--- src/rtl/leros_pkg.sv ---
// Shared Leros definitions: ALU op encoding, instruction word field positions, issuer state encoding.
package leros_pkg;

    typedef enum logic [2:0] {
        NOP = 3'd0,
        ADD = 3'd1,
        SUB = 3'd2,
        AND = 3'd3,
        OR  = 3'd4,
        XOR = 3'd5,
        LD  = 3'd6,
        SHR = 3'd7
    } leros_op_t;

    localparam int OP_MSB   = 15;
    localparam int OP_LSB   = 13;
    localparam int SEXT_BIT = 12;
    localparam int RPT_MSB  = 11;
    localparam int RPT_LSB  = 8;
    localparam int IMM_MSB  = 7;
    localparam int IMM_LSB  = 0;

    typedef logic issue_state_t;
    localparam issue_state_t ST_IDLE  = 1'b0;
    localparam issue_state_t ST_ISSUE = 1'b1;

endpackage

--- src/rtl/leros_sync_fifo.sv ---
// Single-clock FIFO with synchronous active-low reset; simultaneous push/pop allowed at any occupancy.
module leros_sync_fifo #(
    parameter int WIDTH = 16,
    parameter int DEPTH = 4
) (
    input  logic             clock,
    input  logic             reset,
    input  logic             push,
    input  logic             pop,
    input  logic [WIDTH-1:0] wdata,
    output logic [WIDTH-1:0] rdata,
    output logic             full,
    output logic             empty
);

    localparam int AW = $clog2(DEPTH);

    logic [WIDTH-1:0] mem [DEPTH];
    logic [AW-1:0]    wr_ptr;
    logic [AW-1:0]    rd_ptr;
    logic [AW:0]      count;
    logic             do_push;
    logic             do_pop;

    assign do_push = push & ~full;
    assign do_pop  = pop & ~empty;
    assign full    = (count == (AW+1)'(DEPTH));
    assign empty   = (count == '0);
    assign rdata   = mem[rd_ptr];

    // Storage needs no reset; pointers and count define what is valid.
    always_ff @(posedge clock) begin
        if (do_push) mem[wr_ptr] <= wdata;
    end

    always_ff @(posedge clock) begin
        if (!reset) begin
            wr_ptr <= '0;
            rd_ptr <= '0;
            count  <= '0;
        end else begin
            if (do_push) wr_ptr <= wr_ptr + AW'(1);
            if (do_pop)  rd_ptr <= rd_ptr + AW'(1);
            case ({do_push, do_pop})
                2'b10:   count <= count + (AW+1)'(1);
                2'b01:   count <= count - (AW+1)'(1);
                default: count <= count;
            endcase
        end
    end

endmodule

--- src/rtl/leros_op_issuer.sv ---
// Queues Leros instruction words and issues each one rpt+1 times on op/din/ena to the accumulator ALU.
// Optional LEROS_ISSUE_COUNT_EN adds the issued_cnt output counting enabled issue cycles.
//
//  state    | meaning
//  ST_IDLE  | issue stage empty, ena low; loads the FIFO head when one is present
//  ST_ISSUE | issue stage holds an instruction; issues one repeat per cycle unless hold
module leros_op_issuer
    import leros_pkg::*;
#(
    parameter int DW    = 32,
    parameter int DEPTH = 4
) (
    input  logic          clock,
    input  logic          reset,
    input  logic [15:0]   instr,
    input  logic          instr_valid,
    output logic          instr_ready,
    input  logic          hold,
    output logic [2:0]    op,
    output logic [DW-1:0] din,
    output logic          ena,
    output logic          busy
`ifdef LEROS_ISSUE_COUNT_EN
    ,
    output logic [31:0]   issued_cnt
`endif
);

    logic          fifo_full;
    logic          fifo_empty;
    logic          push;
    logic          load;
    logic          issue;
    logic          retire;
    logic [15:0]   head;
    logic [DW-1:0] head_din;

    issue_state_t  state;
    logic [2:0]    stage_op;
    logic [DW-1:0] stage_din;
    logic [3:0]    cnt;

    assign instr_ready = reset & ~fifo_full;
    assign push        = instr_valid & instr_ready;
    assign issue       = (state == ST_ISSUE) & ~hold;
    assign retire      = issue & (cnt == 4'd0);
    assign load        = ~fifo_empty & ((state == ST_IDLE) | retire);
    assign busy        = ~fifo_empty | (state == ST_ISSUE);

    assign head_din = head[SEXT_BIT] ? DW'($signed(head[IMM_MSB:IMM_LSB]))
                                     : DW'(head[IMM_MSB:IMM_LSB]);

    leros_sync_fifo #(
        .WIDTH (16),
        .DEPTH (DEPTH)
    ) u_fifo (
        .clock (clock),
        .reset (reset),
        .push  (push),
        .pop   (load),
        .wdata (instr),
        .rdata (head),
        .full  (fifo_full),
        .empty (fifo_empty)
    );

    // The issue stage is separate from the output registers so the next word can
    // load on the same edge that the last repeat of the current one is presented.
    always_ff @(posedge clock) begin
        if (!reset) begin
            state     <= ST_IDLE;
            stage_op  <= NOP;
            stage_din <= '0;
            cnt       <= '0;
            op        <= NOP;
            din       <= '0;
            ena       <= 1'b0;
        end else begin
            ena <= issue;
            if (issue) begin
                op  <= stage_op;
                din <= stage_din;
            end
            if (load) begin
                stage_op  <= head[OP_MSB:OP_LSB];
                stage_din <= head_din;
                cnt       <= head[RPT_MSB:RPT_LSB];
                state     <= ST_ISSUE;
            end else if (issue) begin
                if (cnt != 4'd0) cnt <= cnt - 4'd1;
                else             state <= ST_IDLE;
            end
        end
    end

`ifdef LEROS_ISSUE_COUNT_EN
    always_ff @(posedge clock) begin
        if (!reset)   issued_cnt <= '0;
        else if (ena) issued_cnt <= issued_cnt + 32'd1;
    end
`endif

endmodule

--- config.mk ---
export PLATFORM = sky130hd
export DESIGN_NAME = leros_op_issuer
export DESIGN_NICKNAME = d
export VERILOG_FILES = /design/src/rtl/leros_pkg.sv /design/src/rtl/leros_sync_fifo.sv /design/src/rtl/leros_op_issuer.sv
export SDC_FILE = /design/constraint.sdc
export NUM_CORES = 1
export LEC_CHECK = 0
export ABC_CLOCK_PERIOD_IN_PS = 2380
export BUFFER_PORTS_ARGS = -buffer_cell sky130_fd_sc_hd__buf_2
export CORE_ASPECT_RATIO = 1.25
export CORE_UTILIZATION = 51
export CTS_CLUSTER_DIAMETER = 40
export DETAILED_ROUTE_END_ITERATION = 12
export PLACE_DENSITY = 0.75
export SLEW_MARGIN = 30
export SYNTH_ARGS = -nofsm -noshare
export SYNTH_HDL_FRONTEND = slang
export SYNTH_SLANG_ARGS = --single-unit
--- constraint.sdc ---
create_clock -name clock -period 2.38 [get_ports clock]
set_clock_uncertainty 0.15 [all_clocks]
set_input_delay 0.238 -clock clock [delete_from_list [all_inputs] [get_ports clock]]
set_output_delay 0.238 -clock clock [all_outputs]
set_load 0.005 [all_outputs]
# --- After elaboration in Yosys (flattened, before gate mapping) ---
# Memory sizes are Yosys's and may differ from the RTL's. A register that Yosys moved wholly into a read port is not among the register bits.
# Cells that the tools add are included.
totals:
  regBits: 83
  ram_bits: 64
  inputBits: 20
  output_inout_bits: 38
  elab_cells: 53
  memories: 1
op_classes:
  addsub: 5
  n_eq_ne: 4
  muxes: 12
  bitwise: 13
  reduce_logical: 8
mem_list:
  columns: ["name", "words", "word_bits", "read_ports", "rd_clocked_by_memory_dff", "write_ports", "line", "source"]
  rows:
  - ["u_fifo.mem", 4, 16, 1, 1, 1, "leros_sync_fifo.sv:18", "logic [WIDTH-1:0] mem [DEPTH];"]
ops:
  columns: ["operator", "count"]
  rows:
  - ["2-to-1 mux 32 bit", 1]
  - ["2-to-1 mux 4 bit", 3]
  - ["bitwise AND 1 bit", 7]
  - ["one-hot mux 3 bit (2 select lines)", 1]
  - ["nonzero test 2 bit", 3]
  - ["2-to-1 mux 1 bit", 5]
  - ["adder 2 x 1 -> 2 bit (second input constant)", 2]
  - ["logical NOT 4 bit", 1]
  - ["2-to-1 mux 2 bit", 2]
  - ["inverter 1 bit", 4]
  - ["AND reduction 2 bit", 2]
  - ["nonzero test 4 bit", 1]
  - ["subtractor 4 x 1 -> 4 bit (second input constant)", 1]
  - ["adder 3 x 1 -> 3 bit (second input constant)", 1]
  - ["== test 3 bit (second input constant)", 1]
  - ["logical NOT 3 bit", 1]
  - ["subtractor 3 x 1 -> 3 bit (second input constant)", 1]
  - ["== test 2 x 1 -> 1 bit (second input constant)", 1]
  - ["== test 2 bit (second input constant)", 1]
  - ["!= test 2 x 1 -> 1 bit (second input constant)", 1]
  - ["bitwise OR 1 bit", 2]

# --- Depth between registers and ports, before layout ---
depth:
  depth_word: 8
  ltp_mapped: 11
  depth_no_buf: 10

# --- Modules after synthesis ---
# From an unflattened synthesis, not the netlist that was laid out.
hier_totals:
  hier_cells: 304
  area_unflattened_um2: 4252.8
modules_own_cells:
  columns: ["module", "instances", "cells_per_inst", "area_per_inst_um2", "seq_area_each_um2"]
  rows:
  - ["leros_sync_fifo", 1, 138, 2817.7, 2102.0]
  - ["leros_op_issuer", 1, 166, 1435.1, 600.6]

# --- Least setup slack after synthesis ---
# No wires, ideal clock.
synth_timing:
  path_kind: "register to register"
  from: "register cnt[0]"
  to: "register u_fifo.count[2]"
  setup_ps: 70
  arrival_ps: 2338
  required_time_ps: 2160
  setup_slack_ps: -178
  path_stages_with_launch: 12
  n_path_buf: 1
  synth_period_minus_slack_ps: 2558
  path_cell_list: "dfxtp_1 -> inv_1 -> ha_1 -> or4b_1 -> a21o_1 -> inv_2 -> buf_4 -> ha_1 -> fa_1 -> xnor2_1 -> or3_1 -> a21oi_1"
synth_via:
  elab_chain_cells: 7
  elab_cells_between_ends: 9
  classes_between: "eq/ne: 2; mux: 1; bitwise: 4; reduce/logical: 2"
synth_lines:
  columns: ["element", "line", "source"]
  rows:
  - ["start, declared", "leros_op_issuer.sv:41", "logic [3:0] cnt;"]
  - ["start signal, assigned", "leros_op_issuer.sv:87", "cnt <= head[RPT_MSB:RPT_LSB];"]
  - ["start signal, assigned", "leros_op_issuer.sv:90", "if (cnt != 4'd0) cnt <= cnt - 4'd1;"]
  - ["logical NOT 4 bit (*)", "leros_op_issuer.sv:46", "assign retire = issue & (cnt == 4'd0);"]
  - ["bitwise AND 1 bit (*)", "leros_op_issuer.sv:46", null]
  - ["bitwise OR 1 bit (*)", "leros_op_issuer.sv:47", "assign load = ~fifo_empty & ((state == ST_IDLE) | retire);"]
  - ["bitwise AND 1 bit (*)", "leros_op_issuer.sv:47", null]
  - ["net load", "leros_op_issuer.sv:32", "logic load;"]
  - ["bitwise AND 1 bit (*)", "leros_sync_fifo.sv:26", "assign do_pop = pop & ~empty;"]
  - ["== test 2 x 1 -> 1 bit or == test 2 bit (tied branches)", "leros_sync_fifo.sv:44", "case ({do_push, do_pop})"]
  - ["one-hot mux 3 bit (2 select lines) or nonzero test 2 bit (tied branches)", null, null]
  - ["end signal, assigned", "leros_sync_fifo.sv:45", "2'b10: count <= count + (AW+1)'(1);"]
  - ["end signal, assigned", "leros_sync_fifo.sv:46", "2'b01: count <= count - (AW+1)'(1);"]
  - ["end signal, assigned", "leros_sync_fifo.sv:47", "default: count <= count;"]
  - ["end, declared", "leros_sync_fifo.sv:21", "logic [AW:0] count;"]
# The timed path passes the listed nets; every way through them passes the cells marked *.
# A chain may end at the register's enable or synchronous reset.

# --- Worst setup path in the final report ---
layout_timing:
  from: "register cnt[0]"
  to: "register u_fifo.count[2]"
layout_via:
  elab_chain_cells: 7
  elab_cells_between_ends: 9
  classes_between: "eq/ne: 2; mux: 1; bitwise: 4; reduce/logical: 2"
layout_lines:
  columns: ["element", "line"]
  rows:
  - ["logical NOT 4 bit (*)", "leros_op_issuer.sv:46"]
  - ["bitwise AND 1 bit (*)", "leros_op_issuer.sv:46"]
  - ["bitwise OR 1 bit (*)", "leros_op_issuer.sv:47"]
  - ["bitwise AND 1 bit (*)", "leros_op_issuer.sv:47"]
  - ["bitwise AND 1 bit (*)", "leros_sync_fifo.sv:26"]
  - ["== test 2 x 1 -> 1 bit or == test 2 bit (tied branches)", "leros_sync_fifo.sv:44"]
  - ["one-hot mux 3 bit (2 select lines) or nonzero test 2 bit (tied branches)", null]
# Every way passes the cells marked *; elsewhere a longest branch is shown, timed or not.

==> results.toml <==
[worst_hold_path]
worstHoldPathType = "input port to flop"

[sta]
finalMaxSlewViolations = 0
hold-worst-slack_ns = 0.123
relSlewSlack = 0.621
fin_ws_ns = 0.0644
worst_slew_pin_slew_ns = 0.569
setup_tns_ns = 0
time_the_worst_path_needs_with_i_o_delays_and_setup_ns = 2.32
grt_setup_unrepaired = "yes"
report.final.setup_viol = 0
timing_hold_violations_final = 0
timing.fmax_mhz = 432
final_min_period_over_clock_period = 0.973

[worst_setup_path]
startpoint_type = "flop"
cp.arrival_ns = 2.46
critical_path_class = "flop to flop"
crit_path_max_fanout = 5
end_kind = "flop"
cp_data_required_time_ns = 2.52

[yosys]
ys_seq_area_frac = 0.669
synth_area_per_cell_um2 = 13.6
postSynthRegisterBits = 103
synth.largest_area_cell = "edfxtp_1"
netlist-cell-type-count = 33
synth_top_area_share = 0.476
synthesis.area_um2 = 4040
syn-instance-count = 297
synth.top_cells.by_area = "edfxtp_1 48%, dfxtp_1 19%, mux4_2 8.9%"
mappedNetlistNets = 324
number_of_warnings_issued_by_yosys = 0

[detailed_routing]
drt_drc_violations_left = 0
drt-total-wl_um = 6580
route.antenna.remaining_nets = 0
detailedRoute.firstIterationViolations = 169
routed-via-count = 2354
wl_per_cell_um = 14.5
vias_per_cell = 5.19
first_pass_iteration_count_of_the_detailed_router = 4

[power_and_ir_drop]
comb_power_share = 0.284
power_switching_mw = 1.47
clock_power_share = 0.241
leakage_nw = 1.76
total_power_mw = 4.86
power_report.internal_total_mw = 3.40
power.ir.vdd_worst_uv = 596
power.switching_fraction = 0.302
power_frac_seq = 0.475
p_per_area_nw_per_um2 = 1030

[layout]
n_antenna_cell = 0
layout.nets = 385
syn2layout_area_growth_pct = 17.0
layout.core_utilization = 0.627
layout_commonest_cell = "edfxtp_1"
drive_above_1_share = 0.304
final_cell_mix = "64 x edfxtp_1, 57 x buf_2, 53 x nand2_1"

[placement]
port-buffer-count = 57
hpwlAfterDp_um = 4460
gp_congestion = 0.714
place_worst_setup_slack_ns = 0.0688

[global_routing]
grt_overflow = 0
grt_pass1_wl_um = 10600
grt.met2_usage = 0.288
gr-usage-met1 = 0.228
initial_antenna_violation_count = 0
global_route.peak_usage_layer = "met2"
track_usage = 0.179
grt_util_met3 = 0.0423
grt_start_max_net_pins = 39
number_of_global_route_vias_before_repair = 2197

[floorplan]
die_width_um = 81.6
die_y_um = 102
number_of_standard_cell_rows_in_the_floorplan = 35
initial_core_utilization = 0.536
dieArea_um2 = 8280
placeableCoreArea_um2 = 7530
num_io_pins = 58

[cts]
tritoncts = "yes"
clkSlewWorstSetupHoldPaths_ns = 0.09
cts.htree.levels = 3
post_cts.repair.setup_buffers = 0
cts_num_sinks = 103
clock_tree.buffer_depth = 2
insertion_delay_ns = 0.36
clock-root-buffer = "clkbuf_8"
tritoncts_buffer_count = 9

[flow_run]
drv.max_cap_violation_count = 0

[run_status]
run_status = "complete, no violations"
## area by class of cell
type / instances / area, um2
inverters: 9 / 33.8
repair buffers: 86 / 546
flip-flops and latches: 103 / 2710
clock buffers: 9 / 124
multi-input cells: 149 / 1110
well taps: 92 / 115
clock inverters: 6 / 91.3
fillers: 579 / 2810
## stage by stage
stage                     instance area (um2)  std cells
after floorplan                          4080        297
after global placement                   4340        422
after detailed placement                 4340        422
after CTS                                4720        454
after global routing                     4730        454
final                                    4730        454
## registers in the layout (all words and copies together), names as in the netlist, named ones only
name / flops
u_fifo.wr_ptr: 2
u_fifo.count: 3
ena: 1
state: 1
u_fifo.rd_ptr: 2
cnt: 4
stage_op: 3
op: 3
u_fifo.mem: 64
din: 9
stage_din: 9
## synthesized netlist by cell type (all sizes together)
cell and number:
nor3 1, nor2b 1, nand2 53, clkbuf 7, nand2b 2, nor4 1
nand3 2, nand4b 1, or4b 1, inv 9, xor2 1, o311ai 1
nand4 1, mux4 16, a21o 2, fa 1, or3 2, a21oi 33
and2 4, nor2 8, edfxtp 64, o31ai 1, buf 29, xnor2 3
a211oi 1, dfxtp 39, a311oi 1, ha 6, mux2i 2, o21ai 4
## worst paths after layout
path                                                endpoint  slack, ns  depth (start not counted)           startpoint
worst max-delay path            u_fifo.count[2]$_SDFFE_PN0P_       0.06                         10  cnt[0]$_SDFFE_PN0P_
worst min-delay path                      state$_SDFFE_PN0P_       0.12                          4                 hold
worst max register to register  u_fifo.count[2]$_SDFFE_PN0P_       0.06                         10  cnt[0]$_SDFFE_PN0P_
worst min register to register           din[2]$_SDFFE_PN0P_       0.31                          2  din[2]$_SDFFE_PN0P_
## critical path, stage by stage, from the launching register on
cell and delay, ns:
dfxtp_2 0.33, inv_2 0.07, ha_4 0.14, or4b_4 0.46, a21o_1 0.19, inv_2 0.08
ha_4 0.15, fa_2 0.19, xnor2_1 0.07, or3_1 0.31, a21oi_1 0.12
## per-layer routing
| layer | part of all wire | vias to the layer above |
|---|---|---|
| li1 | - | 1155 |
| met1 | 0.44 | 1123 |
| met2 | 0.49 | 67 |
| met3 | 0.045 | 9 |
| met4 | 0.022 | 0 |
| met5 | 0 | - |
## kinds of logic after synthesis
| kind of cell | share of synthesized area |
|---|---|
| DFF | 0.669 |
| and+or+nand+nor | 0.0821 |
| buffers and inverters | 0.0650 |
| AOI/OAI and AO/OA | 0.0576 |
| muxes | 0.0941 |
| adders and majority gates | 0.0235 |
| xor gates and xnor gates | 0.00867 |
## what timing repair did
action | CTS | global route
gates resized for setup | 0 | 1
endpoints found under the hold margin | 65 | 0
hold buffers | 17 | 0
endpoints found under the setup margin | 0 | 1
## power by group through the flow
stage	Clock, mW	Sequential, mW	Combinational [mW]
final	1.17	2.31	1.38
after CTS	1.21	2.31	1.40
after detailed placement	0	2.35	1.38
after global placement	0	2.34	1.33
after global routing	1.27	2.34	1.55
after floorplan	0	2.30	1.07
No activity file was read; power rests on OpenSTA's default activity.
